### config.mk
export PLATFORM = sky130hd
export DESIGN_NAME = ex_div_unit_flat
export DESIGN_NICKNAME = d
export VERILOG_FILES = /design/src/rtl/ex_div_unit_if.sv /design/src/rtl/ex_div_unit.sv /design/src/flat_wrapper.sv
export SDC_FILE = /design/constraint.sdc
export NUM_CORES = 1
export LEC_CHECK = 0
export BUFFER_PORTS_ARGS = -buffer_cell sky130_fd_sc_hd__buf_2
export CELL_PAD_IN_SITES_DETAIL_PLACEMENT = 1
export CELL_PAD_IN_SITES_GLOBAL_PLACEMENT = 1
export CORE_MARGIN = 1.5
export CORE_UTILIZATION = 46
export DETAILED_ROUTE_END_ITERATION = 6
export PLACE_DENSITY = 0.91
export SLEW_MARGIN = 15
export SYNTH_ARGS = -nofsm -noshare
export SYNTH_HDL_FRONTEND = slang
export SYNTH_SLANG_ARGS = --single-unit
### constraint.sdc
create_clock -name cpu_clk -period 6.3 [get_ports cpu_clk]
set_clock_uncertainty 0.1 [all_clocks]
set_input_delay 0.315 -clock cpu_clk [delete_from_list [all_inputs] [get_ports cpu_clk]]
set_output_delay 0.315 -clock cpu_clk [all_outputs]
set_load 0.05 [all_outputs]
### src/rtl/ex_div_unit_if.sv
// EX-stage divider interface: operand/control inputs from the pipeline and
// the hold/result signals going back to it.
interface ex_div_unit_if #(parameter int DATA_W = 32);
   logic              flush;
   logic              valid_in;
   logic              div_en;
   logic [1:0]        div_op;
   logic [DATA_W-1:0] src1;
   logic [DATA_W-1:0] src2;
   logic              suspend;
   logic              busy;
   logic [DATA_W-1:0] result;
   logic              result_valid;

   modport master (
      output flush, valid_in, div_en, div_op, src1, src2,
      input  suspend, busy, result, result_valid
   );

   modport slave (
      input  flush, valid_in, div_en, div_op, src1, src2,
      output suspend, busy, result, result_valid
   );
endinterface

### src/rtl/ex_div_unit.sv
// Iterative restoring radix-2 divider for DIV.W/MOD.W/DIV.WU/MOD.WU that
// stalls the upstream pipeline while a division is in flight.
module ex_div_unit #(
   parameter int DATA_W = 32
) (
   input  logic           cpu_clk,
   input  logic           cpu_rst,
   ex_div_unit_if.slave   bus
);
   localparam int CNT_W = $clog2(DATA_W);
   localparam logic [CNT_W-1:0] LAST = CNT_W'(DATA_W - 1);

   typedef enum logic [1:0] {IDLE, BUSY, DONE} state_t;

   state_t            state_reg, state_next;
   logic [CNT_W-1:0]  count_reg;
   logic [DATA_W-1:0] rem_reg, quo_reg, divisor_reg, result_reg;
   logic [1:0]        op_reg;
   logic              q_neg_reg, r_neg_reg;

   logic              start;
   logic              op_signed;
   logic [DATA_W-1:0] src1_mag, src2_mag;
   logic [DATA_W:0]   shifted, trial;
   logic [DATA_W-1:0] rem_step, quo_step, final_q, final_r;

   assign start     = bus.valid_in & bus.div_en & ~bus.flush & (state_reg == IDLE);
   assign op_signed = ~bus.div_op[1];
   // Wrap negation: |0x80000000| stays 0x80000000, which the unsigned core handles.
   assign src1_mag  = (op_signed & bus.src1[DATA_W-1]) ? ('0 - bus.src1) : bus.src1;
   assign src2_mag  = (op_signed & bus.src2[DATA_W-1]) ? ('0 - bus.src2) : bus.src2;

   assign shifted  = {rem_reg, quo_reg[DATA_W-1]};
   assign trial    = shifted - {1'b0, divisor_reg};
   assign rem_step = trial[DATA_W] ? shifted[DATA_W-1:0] : trial[DATA_W-1:0];
   assign quo_step = {quo_reg[DATA_W-2:0], ~trial[DATA_W]};
   assign final_q  = q_neg_reg ? ('0 - quo_step) : quo_step;
   assign final_r  = r_neg_reg ? ('0 - rem_step) : rem_step;

   always_ff @(posedge cpu_clk or posedge cpu_rst) begin
      if (cpu_rst) state_reg <= IDLE;
      else         state_reg <= state_next;
   end

   always_comb begin
      state_next = state_reg;
      case (state_reg)
         IDLE: if (start) state_next = (bus.src2 == '0) ? DONE : BUSY;
         BUSY: if (count_reg == LAST) state_next = DONE;
         DONE: state_next = IDLE;
         default: state_next = IDLE;
      endcase
      if (bus.flush) state_next = IDLE;
   end

   always_comb begin
      bus.suspend      = 1'b0;
      bus.busy         = (state_reg != IDLE);
      bus.result_valid = (state_reg == DONE);
      bus.result       = result_reg;
      case (state_reg)
         IDLE:    bus.suspend = start & ~cpu_rst;
         BUSY:    bus.suspend = ~bus.flush & ~cpu_rst;
         default: bus.suspend = 1'b0;
      endcase
   end

   always_ff @(posedge cpu_clk or posedge cpu_rst) begin
      if (cpu_rst) begin
         count_reg   <= '0;
         rem_reg     <= '0;
         quo_reg     <= '0;
         divisor_reg <= '0;
         result_reg  <= '0;
         op_reg      <= '0;
         q_neg_reg   <= 1'b0;
         r_neg_reg   <= 1'b0;
      end else if (start) begin
         count_reg   <= '0;
         rem_reg     <= '0;
         quo_reg     <= src1_mag;
         divisor_reg <= src2_mag;
         op_reg      <= bus.div_op;
         q_neg_reg   <= op_signed & (bus.src1[DATA_W-1] ^ bus.src2[DATA_W-1]);
         r_neg_reg   <= op_signed & bus.src1[DATA_W-1];
         // Divide by zero bypasses the iteration with fixed, unsigned-style results.
         if (bus.src2 == '0)
            result_reg <= bus.div_op[0] ? bus.src1 : '1;
      end else if (state_reg == BUSY && !bus.flush) begin
         rem_reg   <= rem_step;
         quo_reg   <= quo_step;
         count_reg <= count_reg + CNT_W'(1);
         if (count_reg == LAST)
            result_reg <= op_reg[0] ? final_r : final_q;
      end
   end
endmodule

### src/flat_wrapper.sv
// flat-port wrapper written by rule: the top's interface ports become plain ports
module ex_div_unit_flat 
#(
   parameter int DATA_W = 32
)
  (cpu_clk, cpu_rst, bus_flush, bus_valid_in, bus_div_en, bus_div_op, bus_src1, bus_src2, bus_suspend, bus_busy, bus_result, bus_result_valid);
  ex_div_unit_if #(.DATA_W(DATA_W)) bus_i ();
  input  logic cpu_clk;
  input  logic cpu_rst;
  input wire logic [$bits(bus_i.flush)-1:0] bus_flush;
  input wire logic [$bits(bus_i.valid_in)-1:0] bus_valid_in;
  input wire logic [$bits(bus_i.div_en)-1:0] bus_div_en;
  input wire logic [$bits(bus_i.div_op)-1:0] bus_div_op;
  input wire logic [$bits(bus_i.src1)-1:0] bus_src1;
  input wire logic [$bits(bus_i.src2)-1:0] bus_src2;
  output wire logic [$bits(bus_i.suspend)-1:0] bus_suspend;
  output wire logic [$bits(bus_i.busy)-1:0] bus_busy;
  output wire logic [$bits(bus_i.result)-1:0] bus_result;
  output wire logic [$bits(bus_i.result_valid)-1:0] bus_result_valid;
  assign bus_i.flush = bus_flush;
  assign bus_i.valid_in = bus_valid_in;
  assign bus_i.div_en = bus_div_en;
  assign bus_i.div_op = bus_div_op;
  assign bus_i.src1 = bus_src1;
  assign bus_i.src2 = bus_src2;
  assign bus_suspend = bus_i.suspend;
  assign bus_busy = bus_i.busy;
  assign bus_result = bus_i.result;
  assign bus_result_valid = bus_i.result_valid;
  ex_div_unit #(.DATA_W(DATA_W)) u_core (.cpu_clk(cpu_clk), .cpu_rst(cpu_rst), .bus(bus_i));
endmodule
==> results.sh <==
export IMPL_outcome="complete, but fails checks"
export IMPL_violations="design-rule violations"
export IMPL_ctsResizeCount=0
export IMPL_yosysWarnings=0
export IMPL_die_y_um=162.1
export IMPL_start_kind="register"
export IMPL_leakage_nw=5.682
export IMPL_finalNetCount=1647
export IMPL_globalRouteTotalUtil_pct=32.82
export IMPL_cts_htree_levels=4
export IMPL_ant_nets=0
export IMPL_ir_drop_v=0.0001924
export IMPL_wl_um=42440
export IMPL_design_area_um2=12940
export IMPL_place_congestion=0.9164
export IMPL_drc=1
export IMPL_synth_edf_count=0
export IMPL_antenna_found_initial=1
export IMPL_syn_area_um2=11640
export IMPL_grt_remaining_overflow=0
export IMPL_clockRootBuffer="clkbuf_16"
export IMPL_initial_core_util_pct=46.51
export IMPL_max_cap_viol_count=0
export IMPL_placed_cell_area_um2=12310
export IMPL_ys_flop_type="dfrtp_1"
export IMPL_crit_slowest_cell="nor4_1"
export IMPL_tightest_slew_ps=1071
export IMPL_synth_seq_area_share_pct=29.66
export IMPL_grt_max_degree=92
export IMPL_hold_violations=0
export IMPL_worstSkewPairLatency_ps=440
export IMPL_holdWs_ps=83.70
export IMPL_place_hpwl_um=29790
export IMPL_grt_pass1_vias=12780
export IMPL_drive_gt1_share_pct=11.75
export IMPL_synth_seq_cells=138
export IMPL_placementRows=58
export IMPL_fillers=3114
export IMPL_drv_slew=0
export IMPL_antenna_cells=0
export IMPL_coreArea_um2=25040
export IMPL_wl_per_cell_um=22.59
export IMPL_synthArstFlopShare_pct=100.0
export IMPL_synth_area_per_cell_um2=7.825
export IMPL_powerDensity_nw_per_um2=330.9
export IMPL_setup_tns_ps=0
export IMPL_cts_tree="done"
export IMPL_min_period_over_period_pct=87.24
export IMPL_cts_buffers=17
export IMPL_endpoint_kind="register"
export IMPL_ys_types=78
export IMPL_critPathMaxStageDelay_ps=530
export IMPL_cts_sinks=138
export IMPL_cts_max_path_buffers=2
export IMPL_syn_num_nets=1598
export IMPL_drtIter0Drc=1238
export IMPL_path_max_fanout=11
export IMPL_io_pins=106
export IMPL_finalSetupViolCount=0
export IMPL_die_area_um2=26280
export IMPL_slew_headroom_pct=28.60
export IMPL_hold_path_class="in -> reg"
export IMPL_vias=12350
export IMPL_utilization_pct=51.68
export IMPL_worst_ep_required_time_ps=6530
export IMPL_fmax_ghz=0.1819
export IMPL_grt_pass1_wl_um=68380
export IMPL_arrival_ps=5730
export IMPL_period_minus_slack_ps=5496
export IMPL_die_width_um=162.1
export IMPL_multi_input_area_um2=7601
export IMPL_seq_area_um2=3453
export IMPL_path_class="reg -> reg"
export IMPL_rsz0062_at_grt="false"
export IMPL_portBuffers=105
export IMPL_clkTransAtPathRegs_ps=70
export IMPL_post_place_ws_ps=989.0
export IMPL_synthCells=1488
export IMPL_via_per_inst=6.572
export IMPL_finalWorstSetupSlack_ps=803.8
export IMPL_synthToLayoutAreaGrowth_pct=11.12
export IMPL_drtPass1Iterations=7
export IMPL_worstPathCellList="ha_1 -> a21oi_4 -> o21ai_2 -> a211o_1 -> or4_1 -> o211a_2 -> inv_4 -> nor2_1 -> a21oi_1 -> ha_1 -> o2111ai_1 -> nor4_1 -> nand4b_1 -> a21boi_0 -> nor3b_1 -> a21o_1 -> a311oi_1 -> a211o_1"
layout make-up:
type	instances	area share (%)
repair buffers	118	4.835
well taps	330	3.191
multi-input cells	1201	58.75
clock inverters	14	1.422
inverters	61	1.828
clock buffers	17	3.288
flip-flops and latches	138	26.69
report_power, final:
group	internal [mW]	switching, mW
logic	0.709	1.28
registers	1.01	0.182
clock network	0.630	0.466
total	2.35	1.93
cells in the final DEF, fill, tap and decap left out, types with 21 or more instances in the layout:
cell and n:
buf_2 105, o21ai_0 191, nand3_1 53, nor4_1 21, a21oi_1 86, o31ai_1 24
a22oi_1 31, ha_1 38, xor2_1 66, nor3_1 58, mux2i_1 30, xnor2_1 64
dfrtp_1 138, inv_1 59, nor2_1 98, nand2_1 152
critical path: cells and delay by family (launching register included):
| family | cells | cell delay, ps |
|---|---|---|
| buffers and inverters | 1 | 130 |
| adders and majority gates | 2 | 680 |
| DFF | 1 | 450 |
| and+or+nand+nor | 5 | 1680 |
| AOI/OAI and AO/OA | 10 | 2320 |
through the flow:
step	power (mW)	std cells
floorplan	2.551	1488
global placement	3.006	1847
detailed placement	3.088	1847
CTS	4.224	1879
global route	4.492	1879
finish	4.282	1879
final timing paths:
path	start	endpoint	slack, ps	depth (start not counted)
worst max-delay path	u_core.rem_reg[22]	u_core.bus.result[30]	800	18
worst min-delay path	bus_src2[1]	u_core.divisor_reg[1]	80	3
worst max register to register	u_core.rem_reg[22]	u_core.bus.result[30]	800	18
worst min register to register	u_core.divisor_reg[29]	u_core.divisor_reg[29]	380	2
max in group asynchronous	cpu_rst	u_core.divisor_reg[20]	4220	4
min in group asynchronous	cpu_rst	u_core.bus.result[9]	450	3
synth_stat cells, types with 21 or more instances:
library cell  count  share of area (%)
mux2i_1          30                2.6
inv_1            60                1.9
xnor2_1          64                4.8
nor2_1          100                3.2
nand3_1          53                2.3
ha_1             38                4.1
o21ai_0         191                8.2
xor2_1           66                5.0
o31ai_1          24                1.5
dfrtp_1         138                 30
a22oi_1          31                2.0
nand2_1         153                4.9
a21oi_1          87                3.7
clkbuf_1         65                2.1
nor4_1           21                1.1
nor3_1           58                2.5
cells by family after synthesis:
group                    count (synthesis)  share of synthesized area, %
flip-flops                             138                         29.66
AND/OR/NAND/NOR                        513                         21.64
buffers and inverters                  149                         5.330
XOR/XNOR                               130                         9.779
multiplexers                            35                         3.159
adder cells (fa/ha/maj)                 39                         4.255
AO/OA/AOI/OAI                          484                         26.18
what timing repair did:
action / 4_1_cts / 5_1_grt
setup buffers: 0 / 0
endpoints found under the hold margin: 75 / 0
hold buffers: 1 / 0
endpoints found under the setup margin: 0 / 0
routing by layer:
metal	vias up	global-route usage (%)	share of wire (%)
li1	5523	-	-
met1	6107	40.26	40
met2	556	55.50	49
met3	163	5.031	6.1
met4	0	17.76	5.1
met5	-	0	0
Note: power is estimated with default switching activity, not from simulation.
